===== src/rtl/id_reg.sv =====
// ---------------------------------------------------------------------------
// id_reg : ID/EX pipeline register with RV32I field/immediate decode,
//          JAL target computation and load-use hazard detection.
//
// Ports
//   i_clk            clock, all state updates on rising edge
//   i_reset          synchronous active-high reset
//   i_stall          hold every output register
//   i_flush          replace captured instruction with a bubble
//   i_if_pc/insn/en  PC, instruction and valid from the IF/ID register
//   i_ex_load/ex_rd  EX stage holds a valid load, and its destination
//   o_id_*           registered decode results (pc, insn, en, rs1, rs2,
//                    rd, imm, op, illegal, br_taken, br_addr)
//   o_load_hazard    combinational stall request to IF/ID and PC logic
// ---------------------------------------------------------------------------
module id_reg (
    input  logic        i_clk,
    input  logic        i_reset,
    input  logic        i_stall,
    input  logic        i_flush,
    input  logic [31:0] i_if_pc,
    input  logic [31:0] i_if_insn,
    input  logic        i_if_en,
    input  logic        i_ex_load,
    input  logic [4:0]  i_ex_rd,
    output logic [31:0] o_id_pc,
    output logic [31:0] o_id_insn,
    output logic        o_id_en,
    output logic [4:0]  o_id_rs1,
    output logic [4:0]  o_id_rs2,
    output logic [4:0]  o_id_rd,
    output logic [31:0] o_id_imm,
    output logic [2:0]  o_id_op,
    output logic        o_id_illegal,
    output logic        o_id_br_taken,
    output logic [31:0] o_id_br_addr,
    output logic        o_load_hazard
);

    localparam logic [6:0]  OPC_OP     = 7'h33;
    localparam logic [6:0]  OPC_OP_IMM = 7'h13;
    localparam logic [6:0]  OPC_LOAD   = 7'h03;
    localparam logic [6:0]  OPC_STORE  = 7'h23;
    localparam logic [6:0]  OPC_BRANCH = 7'h63;
    localparam logic [6:0]  OPC_JAL    = 7'h6F;
    localparam logic [6:0]  OPC_JALR   = 7'h67;
    localparam logic [6:0]  OPC_LUI    = 7'h37;
    localparam logic [6:0]  OPC_AUIPC  = 7'h17;
    localparam logic [31:0] NOP_INSN   = 32'h0000_0013;

    logic [6:0]  w_opcode;
    logic [4:0]  w_rs1;
    logic [4:0]  w_rs2;
    logic [4:0]  w_rd;
    logic [31:0] w_imm_i;
    logic [31:0] w_imm_s;
    logic [31:0] w_imm_b;
    logic [31:0] w_imm_u;
    logic [31:0] w_imm_j;
    logic [31:0] w_imm;
    logic [2:0]  w_op;
    logic        w_illegal;
    logic        w_is_jal;
    logic        w_rs1_used;
    logic        w_rs2_used;
    logic [31:0] w_jal_addr;
    logic        w_load_hazard;
    logic        w_bubble;

    logic [31:0] r_id_pc;
    logic [31:0] r_id_insn;
    logic        r_id_en;
    logic [4:0]  r_id_rs1;
    logic [4:0]  r_id_rs2;
    logic [4:0]  r_id_rd;
    logic [31:0] r_id_imm;
    logic [2:0]  r_id_op;
    logic        r_id_illegal;
    logic        r_id_br_taken;
    logic [31:0] r_id_br_addr;

    assign w_opcode = i_if_insn[6:0];
    assign w_rs1    = i_if_insn[19:15];
    assign w_rs2    = i_if_insn[24:20];

    assign w_imm_i = {{20{i_if_insn[31]}}, i_if_insn[31:20]};
    assign w_imm_s = {{20{i_if_insn[31]}}, i_if_insn[31:25], i_if_insn[11:7]};
    assign w_imm_b = {{19{i_if_insn[31]}}, i_if_insn[31], i_if_insn[7],
                      i_if_insn[30:25], i_if_insn[11:8], 1'b0};
    assign w_imm_u = {i_if_insn[31:12], 12'h000};
    assign w_imm_j = {{11{i_if_insn[31]}}, i_if_insn[31], i_if_insn[19:12],
                      i_if_insn[20], i_if_insn[30:21], 1'b0};

    always_comb begin
        w_op       = 3'd0;
        w_illegal  = 1'b0;
        w_imm      = 32'h0;
        w_rd       = i_if_insn[11:7];
        w_rs1_used = 1'b0;
        w_rs2_used = 1'b0;
        w_is_jal   = 1'b0;
        unique case (w_opcode)
            OPC_OP: begin
                w_op       = 3'd1;
                w_rs1_used = 1'b1;
                w_rs2_used = 1'b1;
            end
            OPC_OP_IMM: begin
                w_op       = 3'd2;
                w_imm      = w_imm_i;
                w_rs1_used = 1'b1;
            end
            OPC_LOAD: begin
                w_op       = 3'd3;
                w_imm      = w_imm_i;
                w_rs1_used = 1'b1;
            end
            OPC_STORE: begin
                w_op       = 3'd4;
                w_imm      = w_imm_s;
                w_rd       = 5'd0;
                w_rs1_used = 1'b1;
                w_rs2_used = 1'b1;
            end
            OPC_BRANCH: begin
                w_op       = 3'd5;
                w_imm      = w_imm_b;
                w_rd       = 5'd0;
                w_rs1_used = 1'b1;
                w_rs2_used = 1'b1;
            end
            OPC_JAL: begin
                w_op     = 3'd6;
                w_imm    = w_imm_j;
                w_is_jal = 1'b1;
            end
            OPC_JALR: begin
                w_op       = 3'd6;
                w_imm      = w_imm_i;
                w_rs1_used = 1'b1;
            end
            OPC_LUI, OPC_AUIPC: begin
                w_op  = 3'd7;
                w_imm = w_imm_u;
            end
            default: begin
                w_illegal = 1'b1;
                w_rd      = 5'd0;
            end
        endcase
    end

    // Target wraps modulo 2^32; carry out is deliberately dropped.
    assign w_jal_addr = i_if_pc + w_imm_j;

    // Evaluated on the incoming instruction independent of reset/stall/flush,
    // so the front end sees the request in the same cycle.
    assign w_load_hazard = i_if_en & i_ex_load & (i_ex_rd != 5'd0) &
                           ((w_rs1_used & (w_rs1 == i_ex_rd)) |
                            (w_rs2_used & (w_rs2 == i_ex_rd)));

    assign w_bubble = i_flush | w_load_hazard | ~i_if_en;

    always_ff @(posedge i_clk) begin
        if (i_reset) begin
            r_id_pc       <= 32'h0;
            r_id_insn     <= NOP_INSN;
            r_id_en       <= 1'b0;
            r_id_rs1      <= 5'd0;
            r_id_rs2      <= 5'd0;
            r_id_rd       <= 5'd0;
            r_id_imm      <= 32'h0;
            r_id_op       <= 3'd0;
            r_id_illegal  <= 1'b0;
            r_id_br_taken <= 1'b0;
            r_id_br_addr  <= 32'h0;
        end else if (!i_stall) begin
            r_id_pc <= i_if_pc;
            if (w_bubble) begin
                r_id_insn     <= NOP_INSN;
                r_id_en       <= 1'b0;
                r_id_rs1      <= 5'd0;
                r_id_rs2      <= 5'd0;
                r_id_rd       <= 5'd0;
                r_id_imm      <= 32'h0;
                r_id_op       <= 3'd0;
                r_id_illegal  <= 1'b0;
                r_id_br_taken <= 1'b0;
                r_id_br_addr  <= 32'h0;
            end else begin
                r_id_insn     <= i_if_insn;
                r_id_en       <= 1'b1;
                r_id_rs1      <= w_rs1;
                r_id_rs2      <= w_rs2;
                r_id_rd       <= w_rd;
                r_id_imm      <= w_imm;
                r_id_op       <= w_op;
                r_id_illegal  <= w_illegal;
                r_id_br_taken <= w_is_jal;
                r_id_br_addr  <= w_is_jal ? w_jal_addr : 32'h0;
            end
        end
    end

    assign o_id_pc       = r_id_pc;
    assign o_id_insn     = r_id_insn;
    assign o_id_en       = r_id_en;
    assign o_id_rs1      = r_id_rs1;
    assign o_id_rs2      = r_id_rs2;
    assign o_id_rd       = r_id_rd;
    assign o_id_imm      = r_id_imm;
    assign o_id_op       = r_id_op;
    assign o_id_illegal  = r_id_illegal;
    assign o_id_br_taken = r_id_br_taken;
    assign o_id_br_addr  = r_id_br_addr;
    assign o_load_hazard = w_load_hazard;

endmodule


===== config.mk =====
export PLATFORM = sky130hd
export DESIGN_NAME = id_reg
export DESIGN_NICKNAME = d
export VERILOG_FILES = /design/src/rtl/id_reg.sv
export SDC_FILE = /design/constraint.sdc
export NUM_CORES = 1
export LEC_CHECK = 0
export CAP_MARGIN = 20
export CORE_ASPECT_RATIO = 1.25
export CORE_MARGIN = 2
export CORE_UTILIZATION = 45
export CTS_BUF_LIST = sky130_fd_sc_hd__clkbuf_8
export DETAILED_ROUTE_END_ITERATION = 10
export PLACE_DENSITY = 0.78
export SETUP_SLACK_MARGIN = 0.4
export SLEW_MARGIN = 20
export SYNTH_ARGS = -nofsm -noshare
export SYNTH_HDL_FRONTEND = slang
export SYNTH_SLANG_ARGS = --single-unit

===== constraint.sdc =====
create_clock -name i_clk -period 3.4 [get_ports i_clk]
set_input_delay 0.68 -clock i_clk [delete_from_list [all_inputs] [get_ports i_clk]]
set_output_delay 0.68 -clock i_clk [all_outputs]
set_load 0.005 [all_outputs]

==> results of run 1 <==
## cells in the final DEF (no fill, tap or decap), types with 3 or more instances in the layout
cell / count
sky130_fd_sc_hd__o21bai_1: 3
sky130_fd_sc_hd__o211ai_1: 5
sky130_fd_sc_hd__a21oi_2: 5
sky130_fd_sc_hd__nor3_1: 7
sky130_fd_sc_hd__o21ai_0: 27
sky130_fd_sc_hd__mux2i_1: 32
sky130_fd_sc_hd__o21ai_1: 3
sky130_fd_sc_hd__bufinv_16: 3
sky130_fd_sc_hd__and3_1: 4
sky130_fd_sc_hd__clkinvlp_4: 4
sky130_fd_sc_hd__a22oi_1: 54
sky130_fd_sc_hd__clkbuf_8: 17
sky130_fd_sc_hd__a31oi_1: 4
sky130_fd_sc_hd__and2_1: 3
sky130_fd_sc_hd__nand3_1: 15
sky130_fd_sc_hd__a21o_1: 37
sky130_fd_sc_hd__inv_6: 3
sky130_fd_sc_hd__a32oi_1: 7
sky130_fd_sc_hd__xor2_1: 18
sky130_fd_sc_hd__clkinv_2: 3
sky130_fd_sc_hd__clkdlybuf4s50_1: 205
sky130_fd_sc_hd__o22ai_1: 4
sky130_fd_sc_hd__nor4_1: 3
sky130_fd_sc_hd__a21oi_1: 58
sky130_fd_sc_hd__dfxtp_1: 139
sky130_fd_sc_hd__dlygate4sd2_1: 9
sky130_fd_sc_hd__ha_1: 24
sky130_fd_sc_hd__inv_1: 12
sky130_fd_sc_hd__nand2_1: 95
sky130_fd_sc_hd__xnor2_1: 21
sky130_fd_sc_hd__dlymetal6s2s_1: 4
sky130_fd_sc_hd__nand2b_1: 7
sky130_fd_sc_hd__o21ai_2: 11
sky130_fd_sc_hd__nor2b_1: 3
sky130_fd_sc_hd__nor2_1: 109
sky130_fd_sc_hd__ha_4: 4
sky130_fd_sc_hd__buf_4: 76
## per-stage QoR
step           instance area, sq um  hold slack (ns)
2_1_floorplan                  6920            0.449
3_3_place_gp                   9640            0.436
3_5_place_dp                   9640            0.442
4_1_cts                       10100            0.461
5_1_grt                       10200            0.479
6_report                      10200            0.457
## per-layer routing
layer | part of all wire | track usage | up-vias
met2 | 0.51 | 0.475 | 228
li1 | - | - | 3391
met4 | 0.033 | 0.117 | 0
met3 | 0.071 | 0.0775 | 47
met1 | 0.39 | 0.312 | 3252
met5 | 0 | 0 | -
## worst paths after layout
path	cells past startpoint	from	slack, ns	end
max reg2reg	2	o_id_br_addr[7]$_SDFFE_PP0N_	2.65	o_id_br_addr[7]$_SDFFE_PP0N_
min reg2reg	2	o_id_br_addr[30]$_SDFFE_PP0N_	0.46	o_id_br_addr[30]$_SDFFE_PP0N_
min	2	o_id_br_addr[30]$_SDFFE_PP0N_	0.46	o_id_br_addr[30]$_SDFFE_PP0N_
max	5	i_ex_rd[3]	0.47	o_load_hazard
## cells by family (layout without fill, tap and decap cells)
| family | Yosys count | count (layout) | share of synthesized area |
|---|---|---|---|
| muxes | 32 | 32 | 0.0464 |
| DFF | 139 | 139 | 0.403 |
| and+or+nand+nor | 261 | 261 | 0.162 |
| xor gates and xnor gates | 39 | 39 | 0.0494 |
| buffers and inverters | 70 | 342 | 0.0484 |
| other | 0 | 2 | 0 |
| AOI/OAI and AO/OA | 241 | 241 | 0.234 |
| adders and majority gates | 31 | 31 | 0.0572 |
## repair_timing
item                                    CTS  global route
buffers inserted                          2             3
hold endpoints to repair                  0             0
endpoints found under the setup margin   10            14
pin swaps                                 7             8
gates resized for setup                  25            21
## sequential cells by signal, summed over array words and instances, names as in the netlist
| signal | cells |
|---|---|
| o_id_br_addr | 32 |
| o_id_imm | 32 |
| o_id_insn | 32 |
| o_id_rd | 5 |
| o_id_pc | 32 |
| o_id_en | 1 |
| o_id_br_taken | 1 |
| o_id_op | 3 |
| o_id_illegal | 1 |
## cell type report
class	count	area share
Timing Repair Buffer	299	0.275
Inverter	11	0.00405
Clock inverter	15	0.0171
Clock buffer	17	0.0230
Antenna cell	2	0.000491
Multi-Input combinational cell	604	0.385
Tap cell	182	0.0224
Sequential cell	139	0.273
## report_power, final
part / total [mW] / leakage, nW / switching (mW) / internal [mW]
combinational: 0.797 / 2.69 / 0.403 / 0.394
sequential: 1.68 / 1.13 / 0.0183 / 1.66
clock: 1.41 / 0.200 / 0.684 / 0.725
## worst reg2reg max path: stages (launching register included)
cell and delay (ns):
sky130_fd_sc_hd__dfxtp_1 0.32, sky130_fd_sc_hd__a22oi_1 0.22, sky130_fd_sc_hd__nor2_1 0.08
==> impl_results.rst, run 1 <==
.. list-table::
   :header-rows: 1

   * - Metric
     - Value
   * - Clock latency on the worst-skew pair
     - 0.45 ns
   * - Post-CTS Hold Buffers
     - 0
   * - Clock-pin slew of the registers on the worst-case setup and hold paths
     - 0.08 ns
   * - Port buffer count
     - 224
   * - Horizontal die dimension
     - 115 microns
   * - Multi-input logic area
     - 3920 sq um
   * - Share of Yosys cell area claimed by the top area cell type
     - 0.403
   * - Number of synthesized flops with an enable pin
     - 0
   * - Top achievable clock speed
     - 0.342 GHz
   * - RD Place Congestion
     - 0.913
   * - H-tree level count
     - 4
   * - Netlist cell types
     - 57
   * - GRT Overall Usage
     - 0.273
   * - Total half-perimeter wirelength after legalization and detailed placement
     - 16900 microns
   * - Placement Setup Slack
     - -0.415 ns
   * - Worst slew slack as a fraction of its limit
     - 0.550
   * - Total congestion overflow
     - 0
   * - Nets@finish
     - 1178
   * - Die extent in y
     - 143 microns
   * - Number of instances in the synthesized netlist
     - 813
   * - Mean post-synth cell area
     - 8.50 sq um
   * - Register area
     - 2780 sq um
   * - Detail-routed net length per standard cell
     - 17.9 microns
   * - Leakage Power
     - 4.01 nW
   * - CTS Buf Count
     - 17
   * - Drc violations
     - 0
   * - Crit-path slowest cell
     - sky130_fd_sc_hd__or4_1
   * - Total negative setup slack
     - 0 ns
   * - Pre-Repair DR Iteration Count
     - 5
   * - Total core area
     - 15000 sq um
   * - Largest driver fanout on the critical path
     - 3
   * - Number of buffers between clock root and the deepest sink
     - 2
   * - Area Overhead vs Synth
     - 47.4%
   * - Power Density
     - 381 nW/um^2
   * - Number of ports placed on the die boundary
     - 225
   * - Number of placed instances with taps included
     - 1230
   * - Biggest cell delay along the critical path
     - 0.49 ns
   * - Tcrit/Tclk final
     - 0.861
   * - Netlist Area Pre-Place
     - 6910 sq um
   * - Category of the most critical setup path
     - in -> out
   * - Initial drt markers
     - 323
   * - Tightest Pin Transition
     - 0.675 ns
   * - Critical path buffer and inverter count
     - 2
   * - Crit-path cells
     - clkdlybuf4s50_1, or4_1, o221a_2, and2_2, buf_2
   * - Die footprint
     - 16400 sq um
   * - Overall power consumption
     - 3.88 mW
   * - Initial Utilization
     - 0.460
   * - Max-cap viol count
     - 0
   * - Family with the most delay on the worst path
     - simple AND/OR/NAND/NOR gates
   * - Largest net degree at the start of global routing
     - 102
   * - Max-slew violation total from the final report
     - 0
   * - Number of storage elements in the synthesis netlist
     - 139
   * - Net count after synthesis
     - 919
   * - Crit path required time
     - 2.72 ns
   * - Sinks on the clock net
     - 139
   * - Run status
     - completed
   * - Total wire length
     - 22700 microns
   * - Number of routed nets with antenna violations
     - 0
   * - Setup repair after global routing missed its margin
     - yes
   * - Cell with the most instances after synthesis
     - sky130_fd_sc_hd__dfxtp_1
   * - Fraction of synthesis flops using an asynchronous set or reset pin
     - 0
   * - PnR worst setup slack
     - 0.472 ns
   * - Buffer type at the clock tree root
     - sky130_fd_sc_hd__clkbuf_8
   * - Biggest area contributors in the synthesized netlist
     - sky130_fd_sc_hd__dfxtp_1 40%, sky130_fd_sc_hd__nor2_1 6.0%, sky130_fd_sc_hd__a22oi_1 5.9%, sky130_fd_sc_hd__ha_1 5.4%, sky130_fd_sc_hd__nand2_1 5.2%
   * - Worst hold-check path type
     - reg -> reg
   * - Fraction of the core area covered by cells at the end of the flow
     - 0.678
   * - Crit start category
     - input pin
   * - Number of placement rows
     - 50
   * - Arrival time of the worst setup path
     - 2.25 ns
   * - Vias in the first global route
     - 6612
   * - Final-layout fill cell count
     - 1257
   * - Post-synth top cells
     - 139 x sky130_fd_sc_hd__dfxtp_1, 110 x sky130_fd_sc_hd__nor2_1, 95 x sky130_fd_sc_hd__nand2_1
   * - Wire length of the first global-routing pass
     - 34600 microns
   * - Clock skew
     - 0 ns
   * - Total number of vias
     - 6918
   * - Share of layout cells above drive strength 1
     - 0.136
   * - Fraction of the yosys area taken by sequential cells
     - 0.403
   * - CTS tree
     - yes
   * - Number of hold violations in the final report
     - 0
   * - Antenna violations before repair
     - 2
   * - Final number of setup-violating endpoints
     - 0
   * - Shortest period the worst path allows
     - 2.93 ns
   * - Critical Path End Type
     - primary output
   * - Average vias per placed instance
     - 5.45
   * - Worst vdd rail ir drop
     - 0.000300 V
   * - Total of warnings raised by yosys
     - 0
   * - Leading register cell type out of synthesis
     - sky130_fd_sc_hd__dfxtp_1
   * - Dominant cell type by area after synthesis
     - sky130_fd_sc_hd__dfxtp_1
   * - Final Non-Filler Cells
     - 1269
No activity file was read; power rests on OpenSTA's default activity.
==> inputs of run 2 (changes only) <==
--- a/config.mk
+++ b/config.mk
@@ -5,11 +5,12 @@
 export SDC_FILE = /design/constraint.sdc
 export NUM_CORES = 1
 export LEC_CHECK = 0
-export CAP_MARGIN = 20
+export CAP_MARGIN = 40
 export CORE_ASPECT_RATIO = 1.25
 export CORE_MARGIN = 2
 export CORE_UTILIZATION = 45
 export CTS_BUF_LIST = sky130_fd_sc_hd__clkbuf_8
+export CTS_CLUSTER_SIZE = 12
 export DETAILED_ROUTE_END_ITERATION = 10
 export PLACE_DENSITY = 0.78
 export SETUP_SLACK_MARGIN = 0.4
==> results of run 2 <==
Same layout as run 1: the final DEF is identical, and so are final timing and power.
